`src/rtl/dmem_bus_ctrl_if.sv`:
```
// Data-memory bus bundle between the MEM-stage access controller and the
// external data bus. The controller drives the request side (master); the
// memory/bus fabric answers with ack, err and read data (slave).
interface dmem_bus_ctrl_if #(
  parameter int ADDR_WIDTH = 32,
  parameter int DATA_WIDTH = 32
);
  logic                  bus_req;
  logic                  bus_we;
  logic [ADDR_WIDTH-1:0] bus_addr;
  logic [3:0]            bus_sel;
  logic [DATA_WIDTH-1:0] bus_wdata;
  logic                  bus_ack;
  logic                  bus_err;
  logic [DATA_WIDTH-1:0] bus_rdata;

  modport master (
    output bus_req,
    output bus_we,
    output bus_addr,
    output bus_sel,
    output bus_wdata,
    input  bus_ack,
    input  bus_err,
    input  bus_rdata
  );

  modport slave (
    input  bus_req,
    input  bus_we,
    input  bus_addr,
    input  bus_sel,
    input  bus_wdata,
    output bus_ack,
    output bus_err,
    output bus_rdata
  );
endinterface

```
`src/rtl/dmem_bus_ctrl.sv`:
```
// Data-memory access controller sitting behind the EX->MEM pipeline register.
// Turns the MEM-stage memory request into a single req/ack bus transaction,
// stalls the pipeline while it is outstanding, returns the raw read word and
// flags bus errors, timeouts and stores with no byte lanes selected.
module dmem_bus_ctrl #(
  parameter int ADDR_WIDTH     = 32,
  parameter int DATA_WIDTH     = 32,
  parameter int TIMEOUT_CYCLES = 16,
  parameter int CNT_WIDTH      = 5
) (
  input  logic                  clk,
  input  logic                  rst,
  input  logic                  global_flush,
  input  logic                  mem_enable_in,
  input  logic                  mem_rw_in,
  input  logic [3:0]            mem_sel_in,
  input  logic [ADDR_WIDTH-1:0] addr_in,
  input  logic [DATA_WIDTH-1:0] mem_write_in,
  output logic [DATA_WIDTH-1:0] mem_read_out,
  output logic                  mem_stall,
  output logic                  mem_err,
  dmem_bus_ctrl_if.master       bus
);

  typedef enum logic [1:0] {
    ST_IDLE = 2'b00,
    ST_WAIT = 2'b01,
    ST_DONE = 2'b10
  } state_t;

  // Last WAIT cycle before the transaction is declared timed out.
  localparam logic [CNT_WIDTH-1:0] CNT_LAST = CNT_WIDTH'(TIMEOUT_CYCLES - 1);
  localparam logic [CNT_WIDTH-1:0] CNT_ONE  = CNT_WIDTH'(1);
  localparam logic [CNT_WIDTH-1:0] CNT_ZERO = {CNT_WIDTH{1'b0}};

  state_t                state_r,   state_s;
  logic [CNT_WIDTH-1:0]  cnt_r,     cnt_s;
  logic                  req_r,     req_s;
  logic                  we_r,      we_s;
  logic [ADDR_WIDTH-1:0] addr_r,    addr_s;
  logic [3:0]            sel_r,     sel_s;
  logic [DATA_WIDTH-1:0] wdata_r,   wdata_s;
  logic [DATA_WIDTH-1:0] rdata_r,   rdata_s;
  logic                  err_r,     err_s;
  logic                  abandon_r, abandon_s;
  logic                  abandon_hit_s;
  logic                  stall_s;
  logic                  unused_addr_lsb_s;

  // Bus addresses are word aligned; the byte offset only matters to the
  // load-extraction logic further down the MEM stage.
  assign unused_addr_lsb_s = ^addr_in[1:0];

  // Next-state, next-output and stall decode for the access FSM.
  always_comb begin
    state_s       = state_r;
    cnt_s         = cnt_r;
    req_s         = req_r;
    we_s          = we_r;
    addr_s        = addr_r;
    sel_s         = sel_r;
    wdata_s       = wdata_r;
    rdata_s       = rdata_r;
    err_s         = 1'b0;
    abandon_s     = abandon_r;
    abandon_hit_s = 1'b0;
    stall_s       = 1'b0;

    case (state_r)
      ST_IDLE: begin
        if (mem_enable_in && !global_flush) begin
          stall_s   = 1'b1;
          abandon_s = 1'b0;
          if (mem_rw_in && (mem_sel_in == 4'b0000)) begin
            // Store with no lanes: nothing addressable, report it directly.
            state_s = ST_DONE;
            err_s   = 1'b1;
          end else begin
            state_s = ST_WAIT;
            req_s   = 1'b1;
            cnt_s   = CNT_ZERO;
            we_s    = mem_rw_in;
            addr_s  = {addr_in[ADDR_WIDTH-1:2], 2'b00};
            if (mem_rw_in) begin
              sel_s   = mem_sel_in;
              wdata_s = mem_write_in;
            end else begin
              sel_s   = 4'b1111;
              wdata_s = {DATA_WIDTH{1'b0}};
            end
          end
        end else begin
          stall_s = 1'b0;
        end
      end

      ST_WAIT: begin
        stall_s       = 1'b1;
        cnt_s         = cnt_r + CNT_ONE;
        // A flush landing on the ack cycle still abandons this access.
        abandon_hit_s = abandon_r | global_flush;
        if (bus.bus_ack) begin
          state_s   = ST_DONE;
          req_s     = 1'b0;
          err_s     = bus.bus_err & ~abandon_hit_s;
          abandon_s = 1'b0;
          if (!we_r && !abandon_hit_s) begin
            rdata_s = bus.bus_rdata;
          end else begin
            rdata_s = rdata_r;
          end
        end else if (cnt_r == CNT_LAST) begin
          state_s   = ST_DONE;
          req_s     = 1'b0;
          err_s     = ~abandon_hit_s;
          abandon_s = 1'b0;
        end else begin
          abandon_s = abandon_hit_s;
        end
      end

      ST_DONE: begin
        // The instruction still presents its request here; never re-issue.
        state_s   = ST_IDLE;
        abandon_s = 1'b0;
      end

      default: begin
        state_s   = ST_IDLE;
        req_s     = 1'b0;
        abandon_s = 1'b0;
      end
    endcase
  end

  // State and registered-output update; reset drops any outstanding request.
  always_ff @(posedge clk or posedge rst) begin
    if (rst) begin
      state_r   <= ST_IDLE;
      cnt_r     <= CNT_ZERO;
      req_r     <= 1'b0;
      we_r      <= 1'b0;
      addr_r    <= {ADDR_WIDTH{1'b0}};
      sel_r     <= 4'b0000;
      wdata_r   <= {DATA_WIDTH{1'b0}};
      rdata_r   <= {DATA_WIDTH{1'b0}};
      err_r     <= 1'b0;
      abandon_r <= 1'b0;
    end else begin
      state_r   <= state_s;
      cnt_r     <= cnt_s;
      req_r     <= req_s;
      we_r      <= we_s;
      addr_r    <= addr_s;
      sel_r     <= sel_s;
      wdata_r   <= wdata_s;
      rdata_r   <= rdata_s;
      err_r     <= err_s;
      abandon_r <= abandon_s;
    end
  end

  // The stall is combinational so the pipeline freezes in the request cycle;
  // it is forced low while reset is held.
  assign mem_stall     = stall_s & ~rst;
  assign mem_err       = err_r;
  assign mem_read_out  = rdata_r;
  assign bus.bus_req   = req_r;
  assign bus.bus_we    = we_r;
  assign bus.bus_addr  = addr_r;
  assign bus.bus_sel   = sel_r;
  assign bus.bus_wdata = wdata_r;

endmodule

```
`src/flat_wrapper.sv`:
```
// flat-port wrapper written by rule: the top's interface ports become plain ports
module dmem_bus_ctrl_flat 
#(
  parameter int ADDR_WIDTH     = 32,
  parameter int DATA_WIDTH     = 32,
  parameter int TIMEOUT_CYCLES = 16,
  parameter int CNT_WIDTH      = 5
)
  (clk, rst, global_flush, mem_enable_in, mem_rw_in, mem_sel_in, addr_in, mem_write_in, mem_read_out, mem_stall, mem_err, bus_bus_req, bus_bus_we, bus_bus_addr, bus_bus_sel, bus_bus_wdata, bus_bus_ack, bus_bus_err, bus_bus_rdata);
  dmem_bus_ctrl_if #(.ADDR_WIDTH(ADDR_WIDTH), .DATA_WIDTH(DATA_WIDTH)) bus_i ();
  input  logic clk;
  input  logic rst;
  input  logic global_flush;
  input  logic mem_enable_in;
  input  logic mem_rw_in;
  input  logic [3:0] mem_sel_in;
  input  logic [ADDR_WIDTH-1:0] addr_in;
  input  logic [DATA_WIDTH-1:0] mem_write_in;
  output logic [DATA_WIDTH-1:0] mem_read_out;
  output logic mem_stall;
  output logic mem_err;
  output wire logic [$bits(bus_i.bus_req)-1:0] bus_bus_req;
  output wire logic [$bits(bus_i.bus_we)-1:0] bus_bus_we;
  output wire logic [$bits(bus_i.bus_addr)-1:0] bus_bus_addr;
  output wire logic [$bits(bus_i.bus_sel)-1:0] bus_bus_sel;
  output wire logic [$bits(bus_i.bus_wdata)-1:0] bus_bus_wdata;
  input wire logic [$bits(bus_i.bus_ack)-1:0] bus_bus_ack;
  input wire logic [$bits(bus_i.bus_err)-1:0] bus_bus_err;
  input wire logic [$bits(bus_i.bus_rdata)-1:0] bus_bus_rdata;
  assign bus_bus_req = bus_i.bus_req;
  assign bus_bus_we = bus_i.bus_we;
  assign bus_bus_addr = bus_i.bus_addr;
  assign bus_bus_sel = bus_i.bus_sel;
  assign bus_bus_wdata = bus_i.bus_wdata;
  assign bus_i.bus_ack = bus_bus_ack;
  assign bus_i.bus_err = bus_bus_err;
  assign bus_i.bus_rdata = bus_bus_rdata;
  dmem_bus_ctrl #(.ADDR_WIDTH(ADDR_WIDTH), .DATA_WIDTH(DATA_WIDTH), .TIMEOUT_CYCLES(TIMEOUT_CYCLES), .CNT_WIDTH(CNT_WIDTH)) u_core (.clk(clk), .rst(rst), .global_flush(global_flush), .mem_enable_in(mem_enable_in), .mem_rw_in(mem_rw_in), .mem_sel_in(mem_sel_in), .addr_in(addr_in), .mem_write_in(mem_write_in), .mem_read_out(mem_read_out), .mem_stall(mem_stall), .mem_err(mem_err), .bus(bus_i));
endmodule
```
`config.mk`:
```
export PLATFORM = sky130hd
export DESIGN_NAME = dmem_bus_ctrl_flat
export DESIGN_NICKNAME = d
export VERILOG_FILES = /design/src/rtl/dmem_bus_ctrl_if.sv /design/src/rtl/dmem_bus_ctrl.sv /design/src/flat_wrapper.sv
export SDC_FILE = /design/constraint.sdc
export NUM_CORES = 1
export LEC_CHECK = 0
export ABC_AREA = 1
export BUFFER_PORTS_ARGS = -buffer_cell sky130_fd_sc_hd__clkbuf_2
export CAP_MARGIN = 5
export CORE_MARGIN = 2
export CORE_UTILIZATION = 35
export CTS_CLUSTER_DIAMETER = 150
export DETAILED_ROUTE_END_ITERATION = 7
export HOLD_SLACK_MARGIN = 0.15
export PLACE_DENSITY = 0.61
export SYNTH_ARGS = -nofsm -noshare
export SYNTH_HDL_FRONTEND = slang
export SYNTH_SLANG_ARGS = --single-unit
```
`constraint.sdc`:
```
create_clock -name clk -period 7 [get_ports clk]
set_input_delay 1.4 -clock clk [delete_from_list [all_inputs] [get_ports clk]]
set_output_delay 1.4 -clock clk [all_outputs]
set_load 0.01 [all_outputs]
```
==> impl_results.md, run 1 <==
* Final nets at 796
* Critical Path End Type: flip-flop
* Die height at ~120 um
* Io pins at between 200 and 250
* Post-route DRC at 0
* Main synth FF type: dfrtp_1
* Syn Area/Cell at ~9.5 um^2
* Final setup margin at between 3 and 4 ns
* Worst min path class: flip-flop to flip-flop
* Vias per std cell at 4.334
* Worst relative slew slack at approximately 27%
* Met3 WL at between 900 and 1000 um
* Fillers at between 1000 and 1500
* Row cnt at 42
* Via count at between 3000 and 4000
* R2r setup slk at approximately 4.7 ns
* Top Metal Used: met4
* Worst Path Required at between 7 and 8 ns
* Final min period at approximately 3.6 ns
* GRT Total Usage at 15.59%
* First-pass GRT wire length at between 15000 and 20000 um
* Worst slack at placement at roughly 3 ns
* Layout area overhead at 28.73%
* H-tree depth reported by CTS at 3
* Crit share post-route at slightly above 50%
* Die area at 0.01429 mm^2
* Die Wd at approximately 120 um
* CTS Root Cell: clkbuf_16
* CTS tree: done
* Initial antenna violation count at 0
* Setup TNS at 0 ns
* CTS max path bufs at 2
* Clock skew at roughly 0.0042 ns
* Worst VDD drop at about 0.00016 V
* Reg-to-reg critical path endpoint: u_core.bus.bus_wdata[23]$_DFFE_PP0P_
* Placer Congestion at a little over 0.8
* Quantity of hold-fixing buffers added after cts at 0
* Tot Pwr at about 2.1 mW
* Starting DRT DRC Count at roughly 140
* Post-route ant nets at 0
* Post-CTS Setup Inserts at 0
* Input/output buffers at roughly 210
* Share of layout cells above drive strength 1 at between 30% and 40%
* FF+latch count, synth at 109
* Area of the mapped netlist at roughly 0.0047 mm^2
* Worst setup startpoint: mem_rw_in
* Sequential cell area at 0.002728 mm^2
* CORE AREA at 0.01314 mm^2
* RR Startpoint: u_core.state_r[1]$_DFFE_PP0P_
* Critical Path Fanout Max at between 70 and 80
* Met1 wire length at 4747 um
* Ys async rst share at 100.0%
* Number of global-route vias before repair at ~3700
* Final WL at ~11000 um
* Multi-input combinational cell area at between 0.0015 and 0.002 mm^2
* Worst-path clk slew at roughly 0.070 ns
* Worst skew pair latency at ~0.34 ns
* Dpl hpwl at between 7000 and 8000 um
* # resized after CTS at 0
* Met2 wire len at ~4600 um
* Startpoint Class: input pin
* RSZ-0062 raised after global routing: no
* Initial Utilization at a little over a third
* Max-cap violations at 0
* Final setup violation count at 0
* Final Max Tran Viols at 0
* Max Freq at roughly 0.28 GHz
* Largest net degree at the start of global routing at 72
* Antenna cells at 0
* Synthesis Warnings at 0
* Power per cell area at roughly 350 mW/mm^2
* Yosys cell types at 29
* R2R cell count at 6
* GR Overflow Total at 0
* CTS Buf Count at 9
* Pre-antenna DRT Iters at 4
* Sink Count at 109
* Sequential fraction of the synthesis area at 58.37%
* Worst-margin pin slew at around 1.1 ns
* Status: finished, final reports clean
* Final instance area at 0.006016 mm^2
* Wire per inst at about 12 um
* Arr. time, crit path at roughly 3.8 ns
* Pleak at 3.422 nW
* EDFF count, synth at 0
* Critical Path End: u_core.bus.bus_wdata[23]$_DFFE_PP0P_
* Post-place instance area at between 0.005 and 0.006 mm^2
* Mapped Cells at a little under 500
* Crit Path Category: input pin to flip-flop
* Final Hold Vio Count at 0
## routing by layer
metal / global-route usage, % / vias to the layer above
li1: - / 1899
met1: 20.75 / 1691
met2: 23.46 / 147
met3: 5.086 / 16
met4: 6.471 / 0
met5: 0 / -
## report_power, final
part | switching, mW | internal [mW]
Clock | 0.214 | 0.257
Combinational | 0.373 | 0.283
Sequential | 0.137 | 0.841
Total | 0.724 | 1.38
## final cells by class
type | instances | area share, %
sequential | 109 | 45.34
multi-input combinational | 316 | 26.41
timing repair buffer | 208 | 17.39
clock buffer | 13 | 4.326
tap | 176 | 3.661
inverter | 43 | 2.745
clock inverter | 1 | 0.1248
## cells in the final DEF, fill, tap and decap left out, types with 7 or more instances in the layout
cell and instances:
nand2_4 21, nand2_1 193, o21ai_2 20, inv_1 40
nor2_1 7, clkbuf_16 9, clkbuf_2 206, o21ai_0 20
dfrtp_1 109, o21ai_1 33
## sequential cells by signal, indices dropped and copies added (netlist names)
name,flops
u_core.bus.bus_addr,30
u_core.mem_err,1
u_core.mem_read_out,32
u_core.state_r,2
u_core.abandon_r,1
u_core.bus.bus_req,1
u_core.bus.bus_wdata,32
u_core.cnt_r,5
u_core.bus.bus_sel,4
u_core.bus.bus_we,1
## worst min path at each step
stage / from / to / slack (ns) / cells after the start
6_report: u_core.cnt_r[3]$_DFFE_PP0P_ / u_core.cnt_r[3]$_DFFE_PP0P_ / 0.48 / 2
5_1_grt: u_core.bus.bus_addr[20]$_DFFE_PP0P_ / u_core.bus.bus_addr[20]$_DFFE_PP0P_ / 0.49 / 2
4_1_cts: u_core.cnt_r[3]$_DFFE_PP0P_ / u_core.cnt_r[3]$_DFFE_PP0P_ / 0.48 / 2
3_5_place_dp: u_core.bus.bus_addr[31]$_DFFE_PP0P_ / u_core.bus.bus_addr[31]$_DFFE_PP0P_ / 0.47 / 2
3_3_place_gp: u_core.cnt_r[3]$_DFFE_PP0P_ / u_core.cnt_r[3]$_DFFE_PP0P_ / 0.45 / 2
2_1_floorplan: u_core.cnt_r[3]$_DFFE_PP0P_ / u_core.cnt_r[3]$_DFFE_PP0P_ / 0.44 / 2
## critical path, stage by stage
cell and delay, ns:
clkbuf_2 0.54, nand2_2 0.13, nor2_2 0.13, nand2_1 0.11
nand2_4 0.45, buf_4 0.82, o21ai_0 0.19
## kinds of logic (layout without fill, tap and decap cells)
family / count (synthesis) / in the layout / share of synthesized area [%]
AOI/OAI and AO/OA: 78 / 78 / 10.07
other: 1 / 2 / 0.08024
DFF: 109 / 109 / 58.37
adders and majority gates: 2 / 2 / 0.5354
and+or+nand+nor: 234 / 234 / 23.24
buffers and inverters: 69 / 265 / 7.711
## through the flow
| stage | hold WS, ns | util [%] | cells |
|---|---|---|---|
| global placement | 0.4547 | 43.75 | 852 |
| detailed placement | 0.4652 | 43.75 | 852 |
| floorplan | 0.4419 | - | 494 |
| finish | 0.4760 | 45.79 | 866 |
| CTS | 0.4834 | 45.79 | 866 |
| global route | 0.4907 | 45.79 | 866 |
## cells in the mapped netlist, types with 2 or more instances
| library cell | count | area [um^2] |
|---|---|---|
| clkbuf_1 | 3 | 11.26 |
| ha_1 | 2 | 25.02 |
| nand2_1 | 193 | 724.4 |
| nand2_4 | 21 | 236.5 |
| inv_1 | 41 | 153.9 |
| nand3_1 | 4 | 20.02 |
| buf_4 | 3 | 22.52 |
| o21ai_1 | 33 | 165.2 |
| nor3_1 | 2 | 10.01 |
| o21ai_0 | 20 | 100.1 |
| a21oi_1 | 3 | 15.01 |
| nor2_4 | 2 | 22.52 |
| buf_6 | 3 | 33.78 |
| buf_12 | 3 | 60.06 |
| buf_2 | 13 | 65.06 |
| nor2_1 | 7 | 26.28 |
| o21ai_2 | 20 | 175.2 |
| dfrtp_1 | 109 | 2728 |
No activity file was read; power rests on OpenSTA's default activity.
==> inputs of run 2 (changes only) <==
- clock period: 7 -> 3.69 ns (I/O delays scaled with it)
==> run 2 against run 1 <==
Against the previous run:
- register-to-register slack worse by 2.9 ns
- routed wire length increased by 3.7%
- global-route usage grew 0.29 points
- sequential share of layout area shrank 0.42 points
- via count increased by 1.9%
- sequential power rose by 90%
- critical path depth is 3 lower
- largest cell class unchanged
- highest routed layer unchanged
==> impl_results.md, run 2 (synthesized netlist as in run 1, its figures left out) <==
* R2R cell count at 7 (+1)
* GRT Max-Usage Layer: met2
* # resized after CTS at 0 (unchanged)
* Reg-to-reg critical path endpoint: u_core.bus.bus_addr[18]$_DFFE_PP0P_
* Final Max Tran Viols at 0 (unchanged)
* GR Overflow Total at 0 (unchanged)
* Row cnt at 42 (unchanged)
* Final min period at between 2 and 2.5 ns
* Most frequent cells in the layout: 206 x clkbuf_2, 193 x nand2_1, 109 x dfrtp_1
* Power per cell area at 669.9 mW/mm^2 (+91%)
* CTS Buf Count at 9 (unchanged)
* First-pass GRT wire length at 18130 um (+1.5%)
* Worst-path clk slew at 0.07 ns (about the same)
* Critical Path End: mem_stall
* Crit share post-route at between 60% and 70%
* Worst VDD drop at 0.0003297 V (+110%)
* M1 GR Usage at 20.45% (-0.31 points)
* Post-route DRC at 0 (unchanged)
* Crit Path Category: flip-flop to primary output
* Dpl hpwl at 8014 um (+3.0%)
* CTS max path bufs at 2 (unchanged)
* Setup TNS at 0 ns (unchanged)
* Post-CTS Setup Inserts at 0 (unchanged)
* GRT Total Usage at 15.88% (+0.29 points)
* Status: finished, final reports clean
* Layout area overhead at 29.93%
* Final setup violation count at 0 (unchanged)
* Die Wd at 119.6 um (unchanged)
* Commonest non-fill, non-tap cell in the layout: clkbuf_2
* Die area at 0.01429 mm^2 (unchanged)
* Finished Layout Cells at 870 (+0.46%)
* Worst min path class: input pin to asynchronous set/reset pin
* Pleak at 3.455 nW (+0.96%)
* Placer Congestion at 0.8014 (-2.6%)
* H-tree depth reported by CTS at 3 (unchanged)
* Worst setup startpoint: u_core.state_r[1]$_DFFE_PP0P_
* Critical Path End Type: primary output
* Worst relative slew slack at 58.28% (+31 points)
* Clock skew at 0.004842 ns (+0.0006591 ns)
* CTS tree: done
* R2r setup slk at 1.74 ns (-2.94 ns)
* Initial antenna violation count at 0 (unchanged)
* Initial Utilization at 35.57% (unchanged)
* Starting DRT DRC Count at 159 (+10%)
* Sink Count at 109 (unchanged)
* Wire per inst at 12.58 um (+3.2%)
* Max Freq at 0.4477 GHz
* RSZ-0062 raised after global routing: no
* CORE AREA at 0.01314 mm^2 (unchanged)
* CTS Root Cell: clkbuf_16
* Met3 GRT Util at 5.323% (+0.24 points)
* Antenna cells at 0 (unchanged)
* Final WL at 10940 um (+3.7%)
* Final Hold Vio Count at 0 (unchanged)
* Arr. time, crit path at 1.50 ns (-2.31 ns)
* Startpoint Class: flip-flop
* Final nets at 800 (+0.50%)
* RR Startpoint: u_core.state_r[1]$_DFFE_PP0P_
* Critical Path Fanout Max at 6 (-92%)
* Share of layout cells above drive strength 1 at 39.63% (+0.35 points)
* Met2 track demand over resource at 24.18% (+0.71 points)
* Die height at 119.6 um (unchanged)
* Vias per std cell at 4.395 (+1.4%)
* Quantity of hold-fixing buffers added after cts at 0 (unchanged)
* Post-route ant nets at 0 (unchanged)
* Largest net degree at the start of global routing at 75 (+4.2%)
* Number of global-route vias before repair at 3786 (+1.1%)
* Input/output buffers at 206 (unchanged)
* Via count at 3824 (+1.9%)
* Worst skew pair latency at 0.35 ns (about the same)
* Worst Path Required at 2.95 ns (-4.24 ns)
* Placed cells at 856 (+0.47%)
* Max-cap violations at 0 (unchanged)
* Worst-margin pin slew at 0.6252 ns (-0.4660 ns)
* Io pins at 211 (unchanged)
* Pre-antenna DRT Iters at 4 (unchanged)
## run 2: metrics by stage
stage | util [%] | hold WS [ns] | worst slack (ns) | total power [mW] | cell area (um^2)
global placement | 44.08 | 0.4539 | 1.303 | 3.115 | 5791
floorplan | - | 0.4419 | 0.07805 | 2.588 | 4677
finish | 46.22 | 0.4184 | 1.456 | 4.068 | 6072
CTS | 46.22 | 0.4252 | 1.451 | 4.132 | 6072
global route | 46.22 | 0.4621 | 1.343 | 4.365 | 6072
detailed placement | 44.08 | 0.4641 | 1.259 | 3.164 | 5791
## run 2: worst min path at each step
stage / startpoint / to / slack, ns / cells after the start
after floorplan: u_core.cnt_r[3]$_DFFE_PP0P_ / u_core.cnt_r[3]$_DFFE_PP0P_ / 0.44 / 2
after global placement: u_core.cnt_r[3]$_DFFE_PP0P_ / u_core.cnt_r[3]$_DFFE_PP0P_ / 0.45 / 2
after detailed placement: u_core.bus.bus_addr[30]$_DFFE_PP0P_ / u_core.bus.bus_addr[30]$_DFFE_PP0P_ / 0.46 / 2
after CTS: rst / u_core.cnt_r[0]$_DFFE_PP0P_ / 0.43 / 2
after global routing: rst / u_core.cnt_r[3]$_DFFE_PP0P_ / 0.46 / 2
final: rst / u_core.cnt_r[3]$_DFFE_PP0P_ / 0.42 / 2
## run 2: cell type report
cell class / instances / area, um^2
clock buffers: 12 / 246.5
clock inverters: 2 / 35.03
fillers: 1308 / 7066
inverters: 43 / 165.2
multi-input cells: 316 / 1589
flip-flops and latches: 109 / 2728
well taps: 176 / 220.2
repair buffers: 212 / 1089
## run 2: worst max-delay path, stage by stage, from the launching register on
cell and delay (ns):
dfrtp_1 0.44, nor2_4 0.20, inv_1 0.14, a21oi_1 0.20, clkbuf_2 0.17
## run 2: power by group
group / internal, mW / switching, mW / total [mW]
logic: 0.543 / 0.715 / 1.26
registers: 1.60 / 0.265 / 1.86
clock network: 0.537 / 0.411 / 0.948
## run 2: metal layers
metal / routed length (um) / part of all wire, %
met5: 0 / 0
met2: 4933 / 45
met4: 268 / 2.4
met3: 983 / 9.0
met1: 4758 / 43
==> inputs of run 3 (changes only) <==
- clock period: 3.69 -> 2.25 ns (I/O delays scaled with it)
==> run 3 against run 2 <==
Against the previous run:
- register-to-register slack lost 1.2 ns
- cell area up 1.3%
- flip-flop and latch count stayed put
- worst setup slack worse by 1.1 ns
- combinational power rose by 65%
- routed wire length increased by 0.69%
- sequential share of layout area shrank 0.56 points
- clock power up 74%
- critical path type unchanged
- clock skew is essentially flat
- via count up 0.18%
- largest power group unchanged
==> impl_results.md, run 3 (synthesized netlist as in run 1, its figures left out) <==
* Status: finished, final reports clean
* Quantity of hold-fixing buffers added after cts at 0 (unchanged)
* Placer Congestion at 0.7513 (-6.3%)
* Pre-antenna DRT Iters at 4 (unchanged)
* Clock skew at 0.005242 ns (+0.0003996 ns)
* Number of global-route vias before repair at 3935 (+3.9%)
* R2r setup slk at 0.52 ns (-1.22 ns)
* Final WL at 11020 um (+0.69%)
* Wire per inst at 12.59 um (+0.12%)
* Power per cell area at 1105 mW/mm^2 (+65%)
* Via count at 3831 (+0.18%)
* Starting DRT DRC Count at 138 (-13%)
* Worst relative slew slack at 61.95% (+3.7 points)
* Final instance area at 0.006148 mm^2 (+1.3%)
* Hold Slack at 0.2326 ns (-0.1857 ns)
* Max Freq at 0.5178 GHz
* RSZ-0062 raised after global routing: no
* Tot Pwr at 6.797 mW (+67%)
* Fillers at 1293 (-1.1%)
* GRT Total Usage at 16.14% (+0.27 points)
* Die height at 119.6 um (unchanged)
* Vias per std cell at 4.378 (-0.39%)
* Max-cap violations at 0 (unchanged)
* Final min period at approximately 1.9 ns
* Critical Path End: mem_stall
* Worst min path class: input pin to asynchronous set/reset pin
* Post-route ant nets at 0 (unchanged)
* Placed cells at 859 (+0.35%)
* CTS Buf Count at 9 (unchanged)
* Arr. time, crit path at 1.48 ns (-0.02 ns)
* Die Wd at 119.6 um (unchanged)
* R2R cell count at 7 (unchanged)
* CTS Root Cell: clkbuf_16
* First-pass GRT wire length at 18460 um (+1.8%)
* Most frequent cells in the layout: 206 x clkbuf_2, 193 x nand2_1, 109 x dfrtp_1
* Post-route DRC at 0 (unchanged)
* Crit Path Category: flip-flop to primary output
* Dpl hpwl at 8226 um (+2.6%)
* Final setup violation count at 0 (unchanged)
* Worst VDD drop at 0.0004358 V (+32%)
* Final nets at 803 (+0.38%)
* Worst-margin pin slew at 0.5707 ns (-0.05445 ns)
* CORE AREA at 0.01314 mm^2 (unchanged)
* Finished Layout Cells at 875 (+0.57%)
* Setup TNS at 0 ns (unchanged)
* Critical Path Fanout Max at 6 (unchanged)
* Initial antenna violation count at 0 (unchanged)
* Share of layout cells above drive strength 1 at 39.91% (+0.29 points)
* Antenna cells at 0 (unchanged)
* Worst skew pair latency at 0.34 ns (about the same)
* Startpoint Class: flip-flop
* Pleak at 3.486 nW (+0.90%)
* Sink Count at 109 (unchanged)
* Layout area overhead at 31.57%
* Final Max Tran Viols at 0 (unchanged)
* Worst setup startpoint: u_core.state_r[1]$_DFFE_PP0P_
* Commonest non-fill, non-tap cell in the layout: clkbuf_2
* Largest net degree at the start of global routing at 65 (-13%)
* # resized after CTS at 0 (unchanged)
* Input/output buffers at 206 (unchanged)
* Io pins at 211 (unchanged)
* RR Startpoint: u_core.state_r[1]$_DFFE_PP0P_
* CTS max path bufs at 2 (unchanged)
* Row cnt at 42 (unchanged)
* Post-place instance area at 0.005839 mm^2 (+0.84%)
* Critical Path End Type: primary output
* Worst-path clk slew at 0.07 ns (about the same)
* Reg-to-reg critical path endpoint: u_core.bus.bus_addr[7]$_DFFE_PP0P_
* Die area at 0.01429 mm^2 (unchanged)
* GR Overflow Total at 0 (unchanged)
* H-tree depth reported by CTS at 3 (unchanged)
* CTS tree: done
* Worst Path Required at 1.80 ns (-1.15 ns)
* Crit share post-route at between 80% and 90%
* Final Hold Vio Count at 0 (unchanged)
* Post-CTS Setup Inserts at 0 (unchanged)
* Initial Utilization at 35.57% (unchanged)
## run 3: changes by cell type in the layout (fill, tap and decap cells not counted)
cell	delta
clkinvlp_4	+2
buf_4	+1
clkbuf_8	-1
bufinv_16	+1
buf_12	+2
clkbuf_1	+1
inv_4	-1
## run 3: routing by layer
layer | GRT usage [%] | wire length (um) | vias up
met5 | 0 | 0 | -
met4 | 6.985 | 205 | 0
met3 | 4.658 | 913 | 16
met2 | 26.00 | 5069 | 153
met1 | 20.30 | 4832 | 1751
li1 | - | - | 1911
## run 3: worst min path at each step
stage / startpoint / end / slack [ns] / cells after the start
2_1_floorplan: u_core.cnt_r[3]$_DFFE_PP0P_ / u_core.cnt_r[3]$_DFFE_PP0P_ / 0.44 / 2
3_3_place_gp: u_core.bus.bus_req$_DFFE_PP0P_ / u_core.bus.bus_req$_DFFE_PP0P_ / 0.46 / 2
3_5_place_dp: u_core.bus.bus_addr[19]$_DFFE_PP0P_ / u_core.bus.bus_addr[19]$_DFFE_PP0P_ / 0.47 / 2
4_1_cts: rst / u_core.state_r[0]$_DFFE_PP0P_ / 0.23 / 3
5_1_grt: rst / u_core.state_r[1]$_DFFE_PP0P_ / 0.27 / 3
6_report: rst / u_core.state_r[1]$_DFFE_PP0P_ / 0.23 / 3
## run 3: worst max-delay path, cell delays in order, from the launching register on
cell	delay (ns)
dfrtp_1	0.44
nor2_4	0.20
inv_1	0.14
a21oi_1	0.19
clkbuf_2	0.17
## run 3: final cells by class
cell class	instances	area [um^2]	area share, %
flip-flops and latches	109	2728	44.36
multi-input cells	316	1589	25.84
repair buffers	215	1136	18.48
clock buffers	12	236.5	3.846
well taps	176	220.2	3.582
inverters	43	166.4	2.707
clock inverters	4	72.57	1.180
## run 3: power breakdown
part / internal, mW / switching, mW / total, mW
sequential: 2.62 / 0.449 / 3.07
clock: 0.975 / 0.674 / 1.65
combinational: 0.908 / 1.17 / 2.08
## run 3: stage by stage
stage	setup slack, ns	util (%)
floorplan	0.4845	-
global placement	0.4606	44.45
detailed placement	0.4177	44.45
CTS	0.3067	46.80
global route	0.2097	46.80
finish	0.3188	46.80
